<file path="src/rtl/ttt_pkg.sv">
// -----------------------------------------------------------------------------
// ttt_pkg
// Shared definitions for the tic-tac-toe move sequencer and its neighbours.
//   - Cell encodings (two bits per board cell).
//   - Sequencer state enum.
//   - Board size and small helpers for mapping the 4-bit cell select.
// No ports (package).
// -----------------------------------------------------------------------------
package ttt_pkg;

    localparam int NUM_CELLS = 9;

    localparam logic [1:0] CELL_EMPTY = 2'b00;
    localparam logic [1:0] CELL_P1    = 2'b01;
    localparam logic [1:0] CELL_P2    = 2'b10;

    typedef enum logic [1:0] {
        WAIT  = 2'd0,
        CHECK = 2'd1,
        DONE  = 2'd2
    } state_e;

    // Cell selects are 1-based; 0 and 10..15 do not name a cell.
    function automatic logic sel_valid(input logic [3:0] sel);
        return (sel >= 4'd1) && (sel <= 4'd9);
    endfunction

    // One-hot enable for a 0-based cell index (bit k = cell k+1).
    function automatic logic [NUM_CELLS-1:0] cell_onehot(input logic [3:0] idx);
        return NUM_CELLS'(1) << idx;
    endfunction

endpackage

</file>
<file path="src/rtl/move_sequencer_if.sv">
// -----------------------------------------------------------------------------
// move_sequencer_if
// Handshake between the move sequencer and the illegal-move detector.
//   PL1_en       [8:0]  one-hot player-1 enable (bit k = cell k+1)
//   PL2_en       [8:0]  one-hot player-2 enable
//   illegal_move        combinational verdict for the enable currently driven
// Modports:
//   master - the sequencer (drives enables, reads the verdict)
//   slave  - the detector  (reads enables, drives the verdict)
// -----------------------------------------------------------------------------
interface move_sequencer_if;
    import ttt_pkg::*;

    logic [NUM_CELLS-1:0] PL1_en;
    logic [NUM_CELLS-1:0] PL2_en;
    logic                 illegal_move;

    modport master (output PL1_en, output PL2_en, input illegal_move);
    modport slave  (input PL1_en, input PL2_en, output illegal_move);

endinterface

</file>
<file path="src/rtl/move_sequencer_pulse_stretcher.sv">
// -----------------------------------------------------------------------------
// pulse_stretcher
// Holds its output high for HOLD cycles after a load. A new load restarts the
// hold; clear drops the output on the next edge and wins over load.
// Ports:
//   clock  in   system clock
//   reset  in   synchronous, active-high reset
//   load   in   start (or restart) the hold
//   clear  in   cancel the hold
//   pulse  out  high while the hold is running
// -----------------------------------------------------------------------------
module pulse_stretcher #(
    parameter int HOLD = 50_000_000
) (
    input  logic clock,
    input  logic reset,
    input  logic load,
    input  logic clear,
    output logic pulse
);

    localparam int CW = $clog2(HOLD + 1);

    logic [CW-1:0] cnt_q, cnt_d;

    always_comb begin
        cnt_d = cnt_q;
        if (clear) begin
            cnt_d = '0;
        end else if (load) begin
            cnt_d = CW'(HOLD);
        end else if (cnt_q != '0) begin
            cnt_d = cnt_q - CW'(1);
        end
    end

    always_ff @(posedge clock) begin
        if (reset) begin
            cnt_q <= '0;
        end else begin
            cnt_q <= cnt_d;
        end
    end

    // Load value HOLD gives exactly HOLD cycles of nonzero count.
    assign pulse = (cnt_q != '0);

endmodule

</file>
<file path="src/rtl/move_sequencer.sv">
// -----------------------------------------------------------------------------
// move_sequencer
// Turn/board sequencer in front of the illegal-move detector. Owns the nine
// board cells and the current turn. A play strobe from the player on move with
// a valid cell select produces a one-cycle one-hot enable toward the detector;
// the detector's verdict then either commits the mark and passes the turn, or
// raises the stretched illegal indicator and keeps the turn.
//
// Optional build macro: MOVE_TIMEOUT_EN
//   When defined, an idle counter in WAIT forfeits the turn after
//   TIMEOUT_CYCLES cycles and the timeout_pulse output is present.
//
// Ports:
//   clock, reset         clock and synchronous active-high reset
//   p1_play, p2_play     single-cycle move strobes
//   sel [3:0]            target cell, 1..9
//   game_over            level from the win detector
//   det (master)         PL1_en/PL2_en out, illegal_move in
//   pos1..pos9 [1:0]     cell states (00 empty, 01 P1, 10 P2)
//   turn                 0 = player 1 to move, 1 = player 2
//   illegal_ind          stretched rejected-move indicator
//   move_ok              one-cycle pulse on commit
//   timeout_pulse        one-cycle pulse on forfeit (MOVE_TIMEOUT_EN only)
//   no_space             all cells occupied, registered
// -----------------------------------------------------------------------------
module move_sequencer
    import ttt_pkg::*;
#(
`ifdef MOVE_TIMEOUT_EN
    parameter int TIMEOUT_CYCLES = 500_000_000,
`endif
    parameter int FIRST_PLAYER = 0,
    parameter int ILLEGAL_HOLD = 50_000_000
) (
    input  logic                    clock,
    input  logic                    reset,
    input  logic                    p1_play,
    input  logic                    p2_play,
    input  logic [3:0]              sel,
    input  logic                    game_over,
    move_sequencer_if.master        det,
    output logic [1:0]              pos1,
    output logic [1:0]              pos2,
    output logic [1:0]              pos3,
    output logic [1:0]              pos4,
    output logic [1:0]              pos5,
    output logic [1:0]              pos6,
    output logic [1:0]              pos7,
    output logic [1:0]              pos8,
    output logic [1:0]              pos9,
    output logic                    turn,
    output logic                    illegal_ind,
    output logic                    move_ok,
`ifdef MOVE_TIMEOUT_EN
    output logic                    timeout_pulse,
`endif
    output logic                    no_space
);

    state_e               state_q, state_d;
    logic                 turn_q, turn_d;
    logic [1:0]           board_q [NUM_CELLS];
    logic [1:0]           board_d [NUM_CELLS];
    logic [3:0]           idx_q, idx_d;
    logic [NUM_CELLS-1:0] pl1_en_q, pl1_en_d;
    logic [NUM_CELLS-1:0] pl2_en_q, pl2_en_d;
    logic                 move_ok_q, move_ok_d;
    logic                 no_space_q, no_space_d;

    logic                 active;
    logic                 full;
    logic                 ill_load;
    logic                 ill_clear;

`ifdef MOVE_TIMEOUT_EN
    localparam int TW = (TIMEOUT_CYCLES > 1) ? $clog2(TIMEOUT_CYCLES) : 1;
    logic [TW-1:0]        tc_q, tc_d;
    logic                 timeout_q, timeout_d;
    logic                 wait_idle;
`endif

    always_comb begin
        state_d   = state_q;
        turn_d    = turn_q;
        board_d   = board_q;
        idx_d     = idx_q;
        pl1_en_d  = '0;
        pl2_en_d  = '0;
        move_ok_d = 1'b0;
        ill_load  = 1'b0;
        ill_clear = 1'b0;

        // Only the strobe of the player on move counts; the other is ignored.
        active = turn_q ? p2_play : p1_play;

        full = 1'b1;
        for (int k = 0; k < NUM_CELLS; k++) begin
            if (board_q[k] == CELL_EMPTY) begin
                full = 1'b0;
            end
        end
        no_space_d = full;

        unique case (state_q)
            WAIT: begin
                if (game_over || no_space_q) begin
                    state_d = DONE;
                end else if (active) begin
                    if (sel_valid(sel)) begin
                        idx_d = sel - 4'd1;
                        if (turn_q) begin
                            pl2_en_d = cell_onehot(sel - 4'd1);
                        end else begin
                            pl1_en_d = cell_onehot(sel - 4'd1);
                        end
                        state_d = CHECK;
                    end else begin
                        ill_load = 1'b1;
                    end
                end
            end
            CHECK: begin
                // The verdict refers to the enable registered last edge.
                if (!det.illegal_move) begin
                    board_d[idx_q] = turn_q ? CELL_P2 : CELL_P1;
                    turn_d         = ~turn_q;
                    move_ok_d      = 1'b1;
                    ill_clear      = 1'b1;
                end else begin
                    ill_load = 1'b1;
                end
                // A game_over seen mid-check lets the check finish first.
                state_d = game_over ? DONE : WAIT;
            end
            DONE: begin
                state_d = DONE;
            end
            default: begin
                state_d = WAIT;
            end
        endcase

`ifdef MOVE_TIMEOUT_EN
        // Counts only while idle in WAIT; an accepted strobe or leaving WAIT
        // restarts it, and a forfeit restarts it for the new player.
        wait_idle = (state_q == WAIT) && !game_over && !no_space_q
                    && !(active && sel_valid(sel));
        tc_d      = '0;
        timeout_d = 1'b0;
        if (wait_idle) begin
            if (tc_q == TW'(TIMEOUT_CYCLES - 1)) begin
                turn_d    = ~turn_q;
                timeout_d = 1'b1;
            end else begin
                tc_d = tc_q + TW'(1);
            end
        end
`endif
    end

    always_ff @(posedge clock) begin
        if (reset) begin
            state_q    <= WAIT;
            turn_q     <= 1'(FIRST_PLAYER);
            idx_q      <= '0;
            pl1_en_q   <= '0;
            pl2_en_q   <= '0;
            move_ok_q  <= 1'b0;
            no_space_q <= 1'b0;
            for (int k = 0; k < NUM_CELLS; k++) begin
                board_q[k] <= CELL_EMPTY;
            end
        end else begin
            state_q    <= state_d;
            turn_q     <= turn_d;
            idx_q      <= idx_d;
            pl1_en_q   <= pl1_en_d;
            pl2_en_q   <= pl2_en_d;
            move_ok_q  <= move_ok_d;
            no_space_q <= no_space_d;
            board_q    <= board_d;
        end
    end

`ifdef MOVE_TIMEOUT_EN
    always_ff @(posedge clock) begin
        if (reset) begin
            tc_q      <= '0;
            timeout_q <= 1'b0;
        end else begin
            tc_q      <= tc_d;
            timeout_q <= timeout_d;
        end
    end

    assign timeout_pulse = timeout_q;
`endif

    pulse_stretcher #(
        .HOLD (ILLEGAL_HOLD)
    ) u_illegal_stretch (
        .clock (clock),
        .reset (reset),
        .load  (ill_load),
        .clear (ill_clear),
        .pulse (illegal_ind)
    );

    assign det.PL1_en = pl1_en_q;
    assign det.PL2_en = pl2_en_q;
    assign turn       = turn_q;
    assign move_ok    = move_ok_q;
    assign no_space   = no_space_q;
    assign pos1       = board_q[0];
    assign pos2       = board_q[1];
    assign pos3       = board_q[2];
    assign pos4       = board_q[3];
    assign pos5       = board_q[4];
    assign pos6       = board_q[5];
    assign pos7       = board_q[6];
    assign pos8       = board_q[7];
    assign pos9       = board_q[8];

endmodule

</file>
<file path="src/flat_wrapper.sv">
// flat-port wrapper written by rule: the top's interface ports become plain ports
module move_sequencer_flat import ttt_pkg::*;
#(

    parameter int FIRST_PLAYER = 0,
    parameter int ILLEGAL_HOLD = 50_000_000
)
  (clock, reset, p1_play, p2_play, sel, game_over, pos1, pos2, pos3, pos4, pos5, pos6, pos7, pos8, pos9, turn, illegal_ind, move_ok, no_space, det_PL1_en, det_PL2_en, det_illegal_move);
  move_sequencer_if det_i ();
  input  logic clock;
  input  logic reset;
  input  logic p1_play;
  input  logic p2_play;
  input  logic [3:0] sel;
  input  logic game_over;
  output logic [1:0] pos1;
  output logic [1:0] pos2;
  output logic [1:0] pos3;
  output logic [1:0] pos4;
  output logic [1:0] pos5;
  output logic [1:0] pos6;
  output logic [1:0] pos7;
  output logic [1:0] pos8;
  output logic [1:0] pos9;
  output logic turn;
  output logic illegal_ind;
  output logic move_ok;
  output logic no_space;
  output wire logic [$bits(det_i.PL1_en)-1:0] det_PL1_en;
  output wire logic [$bits(det_i.PL2_en)-1:0] det_PL2_en;
  input wire logic [$bits(det_i.illegal_move)-1:0] det_illegal_move;
  assign det_PL1_en = det_i.PL1_en;
  assign det_PL2_en = det_i.PL2_en;
  assign det_i.illegal_move = det_illegal_move;
  move_sequencer #(.FIRST_PLAYER(FIRST_PLAYER), .ILLEGAL_HOLD(ILLEGAL_HOLD)) u_core (.clock(clock), .reset(reset), .p1_play(p1_play), .p2_play(p2_play), .sel(sel), .game_over(game_over), .det(det_i), .pos1(pos1), .pos2(pos2), .pos3(pos3), .pos4(pos4), .pos5(pos5), .pos6(pos6), .pos7(pos7), .pos8(pos8), .pos9(pos9), .turn(turn), .illegal_ind(illegal_ind), .move_ok(move_ok), .no_space(no_space));
endmodule
</file>
<file path="config.mk">
export PLATFORM = sky130hd
export DESIGN_NAME = move_sequencer_flat
export DESIGN_NICKNAME = d
export VERILOG_FILES = /design/src/rtl/ttt_pkg.sv /design/src/rtl/move_sequencer_if.sv /design/src/rtl/move_sequencer_pulse_stretcher.sv /design/src/rtl/move_sequencer.sv /design/src/flat_wrapper.sv
export SDC_FILE = /design/constraint.sdc
export NUM_CORES = 1
export LEC_CHECK = 0
export ABC_AREA = 1
export CAP_MARGIN = 10
export CORE_ASPECT_RATIO = 0.7
export CORE_MARGIN = 3
export CORE_UTILIZATION = 50
export CTS_CLUSTER_SIZE = 40
export DETAILED_ROUTE_END_ITERATION = 8
export DONT_BUFFER_PORTS = 1
export PLACE_DENSITY = 0.69
export SLEW_MARGIN = 40
export SYNTH_ARGS = -nofsm -noshare
export SYNTH_HDL_FRONTEND = slang
export SYNTH_HIERARCHICAL = 1
export SYNTH_SLANG_ARGS = --single-unit
</file>
<file path="constraint.sdc">
create_clock -name clock -period 2.4 [get_ports clock]
set_clock_uncertainty 0.05 [all_clocks]
set_input_delay 0.12 -clock clock [delete_from_list [all_inputs] [get_ports clock]]
set_output_delay 0.12 -clock clock [all_outputs]
set_load 0.005 [all_outputs]
</file>
==> impl_metrics.ini <==
[status]
status = complete, no violations

[timing]
final-setup-viol-count = 0
fin_crit_sh = 0.8051
fin_crit_ns = 1.932
rsz0062_at_grt = no
finalMaxSlewViolations = 0
setup-tns-final_ns = 0
hold_violations = 0
worst_slew_pin_slew_ns = 0.6284
fmax_mhz = 517.5
slew_headroom = 0.5795

[route]
wire_per_inst_um = 13.94
wl_met1_um = 3777
initialDrtViolationCount = 291
top_layer = met4
avgViaCountPerCell = 5.298
via_count = 3009
drt_wl_total_um = 7918
wl_met3_um = 841
drtAntennaViolNets = 0
dr.pass1.iters = 5
route.detailed.drc = 0
wl_met2_um = 3197

[logic_synthesis]
syn_inst = 464
synth_area_leaders = dfxtp_1 (42%), nand2_1 (10%), nor2_1 (10%), nand3_1 (7.0%), a21oi_1 (6.4%)
synth_edf_count = 0
yosys_warnings = 6
syn_area_mm2 = 0.003351
synth_area_per_cell_um2 = 7.221
synth_top_family_by_area = simple AND/OR/NAND/NOR gates
synth_top_area_cell = dfxtp_1
yosysSeqAreaShare = 0.4242
synth-compound-area-share = 0.08178
synth_ff_type = dfxtp_1
synthSimpleGateAreaFrac = 0.3734
synthXorXnorAreaFrac = 0.02614
synthArstFlopShare = 0
synth_fa_ha_area_frac = 0.02987
synth_top_area_frac = 0.4242
ys_ff_latch = 71
syn_nets = 482
ys_types = 30
muxShareOfSynthArea = 0

[floorplan]
core_area_mm2 = 0.006366
start_util = 0.5263
fp.dieW_um = 103.8
dieArea_mm2 = 0.007735
die_h_um = 74.49
design.portCount = 50
rows = 24

[placement]
globalplace.congestion = 0.9129
io_buffers = 0
dp.cells = 547
dp_hpwl_um = 5736

[final_layout]
fillers = 627
num-nets-final = 490
drive_gt1_frac = 0.09224
final_cells = 568
areaGrowthSynthToFinish_pct = 9.634
diodes = 0
multi_input_comb_area_mm2 = 0.001713
seqCellArea_mm2 = 0.001421

[clock_network]
clock_path_buffers = 2
clock-sinks = 71
cts_resized = 0
clockRootBuffer = clkbuf_8
path_clk_slew_ns = 0.08
htreeDepth = 3
cts_setup_buffers = 0
worst_skew_pair.late_latency_ns = 0.35
cts_tree = built
cts_made_buffers = 9

[grt]
grt_max_degree = 22
grt_first_pass_wirelength_um = 13250
grt_pass1_vias = 2669
track_usage = 0.2176
grt_overflow_total = 0
antenna_found_initial = 0

[worst_setup_path]
arrival_ns = 2.11
path_max_fanout = 21
path_class = flop to flop
cp-end-kind = flop
cp-start-kind = flop
cp_data_required_time_ns = 2.58

[flow_run]
drv_cap = 0

[pwr]
peakVddDrop_v = 0.0004981
powerDensity_mw_per_mm2 = 1263
power_leakage_nw = 1.541

[worst_hold_path]
hold_path.class = input pin to flop
cell usage after synthesis (7+ instances only):
master    n
nand2_1  93
nor2_1   91
dfxtp_1  71
nand3_1  47
a21oi_1  43
inv_1    38
nand4_1  10
nor2_2    9
ha_1      8
xor2_1    7
kinds of logic after synthesis:
family | after synthesis
and+or+nand+nor | 272
adders and majority gates | 8
xor gates and xnor gates | 10
AOI/OAI and AO/OA | 53
buffers and inverters | 50
DFF | 71
state kept, by name, summed over array words and instances (netlist names):
register,count
u_core/u_illegal_stretch/cnt_q,26
u_core/det.PL1_en,9
u_core/det.PL2_en,9
u_core/idx_q,4
u_core/pos1,2
u_core/pos2,2
u_core/pos3,2
u_core/pos4,2
u_core/pos5,2
u_core/pos6,2
u_core/pos7,2
u_core/pos8,2
u_core/pos9,2
u_core/state_q,2
u_core/move_ok,1
u_core/no_space,1
u_core/turn,1
repair_timing:
action                     in CTS  in global routing
setup endpoints to repair       0                  0
hold buffers                    5                  0
hold endpoints to repair       20                  0
power by group:
group / switching (mW) / internal, mW / total, mW
Sequential: 0.190 / 1.37 / 1.56
Combinational: 1.39 / 0.700 / 2.09
Clock: 0.480 / 0.511 / 0.991
layout by cell type, fill, tap and decap left out, drive strengths merged:
cell type and instances:
a21oi 43, and2 1, buf 3, bufinv 1, clkbuf 10, clkinvlp 4
dfxtp 71, dlygate4sd3 5, ha 8, inv 40, nand2 96, nand3 47
nand3b 6, nand4 13, nor2 105, nor3 2, o211ai 1, o21ai 7
o21bai 1, o221ai 1, or2 2, xnor2 3, xor2 7
final cells by class:
type | instances | share of cell area
clock buffer | 10 | 0.03747
clock inverter | 6 | 0.01873
inverter | 39 | 0.03985
multi-input combinational | 343 | 0.4663
sequential | 71 | 0.3869
tap | 91 | 0.03099
timing repair buffer | 8 | 0.01975
final timing paths:
path                                                   startpoint                                  to  slack, ns  cells after the start
worst max register to register  u_core/u_illegal_stretch/cnt_q[0]  u_core/u_illegal_stretch/cnt_q[14]       0.47                      7
worst min register to register                     u_core/pos9[1]                      u_core/pos9[1]       0.43                      2
worst min-delay path                                        reset  u_core/u_illegal_stretch/cnt_q[24]       0.03                      5
worst max-delay path            u_core/u_illegal_stretch/cnt_q[0]  u_core/u_illegal_stretch/cnt_q[14]       0.47                      7
worst max-delay path: stages, from the launching register on:
cell and delay (ns):
dfxtp_1 0.36, inv_2 0.12, ha_1 0.19, nand2_1 0.06, nor2_1 0.14, nand4_2 0.51, nand3b_1 0.29, a21oi_1 0.09
routing by layer:
| metal | up-vias | track usage |
|---|---|---|
| li1 | 1523 | - |
| met1 | 1355 | 0.3056 |
| met2 | 120 | 0.3024 |
| met3 | 11 | 0.08413 |
| met4 | 0 | 0.08112 |
| met5 | - | 0 |
metrics by stage:
step | instance area (um^2) | power [mW] | hold WS [ns] | worst slack, ns | util
4_1_cts | 3674 | 4.625 | 0.01742 | 0.4783 | 0.5770
6_report | 3674 | 4.640 | 0.03213 | 0.4677 | 0.5770
3_3_place_gp | 3417 | 3.570 | 0.1412 | 0.5810 | 0.5368
5_1_grt | 3674 | 5.028 | 0.06060 | 0.2795 | 0.5770
2_1_floorplan | 3351 | 3.198 | 0.1391 | 0.6664 | -
3_5_place_dp | 3417 | 3.607 | 0.1426 | 0.5004 | 0.5368
(Power assumes the default switching activity.)
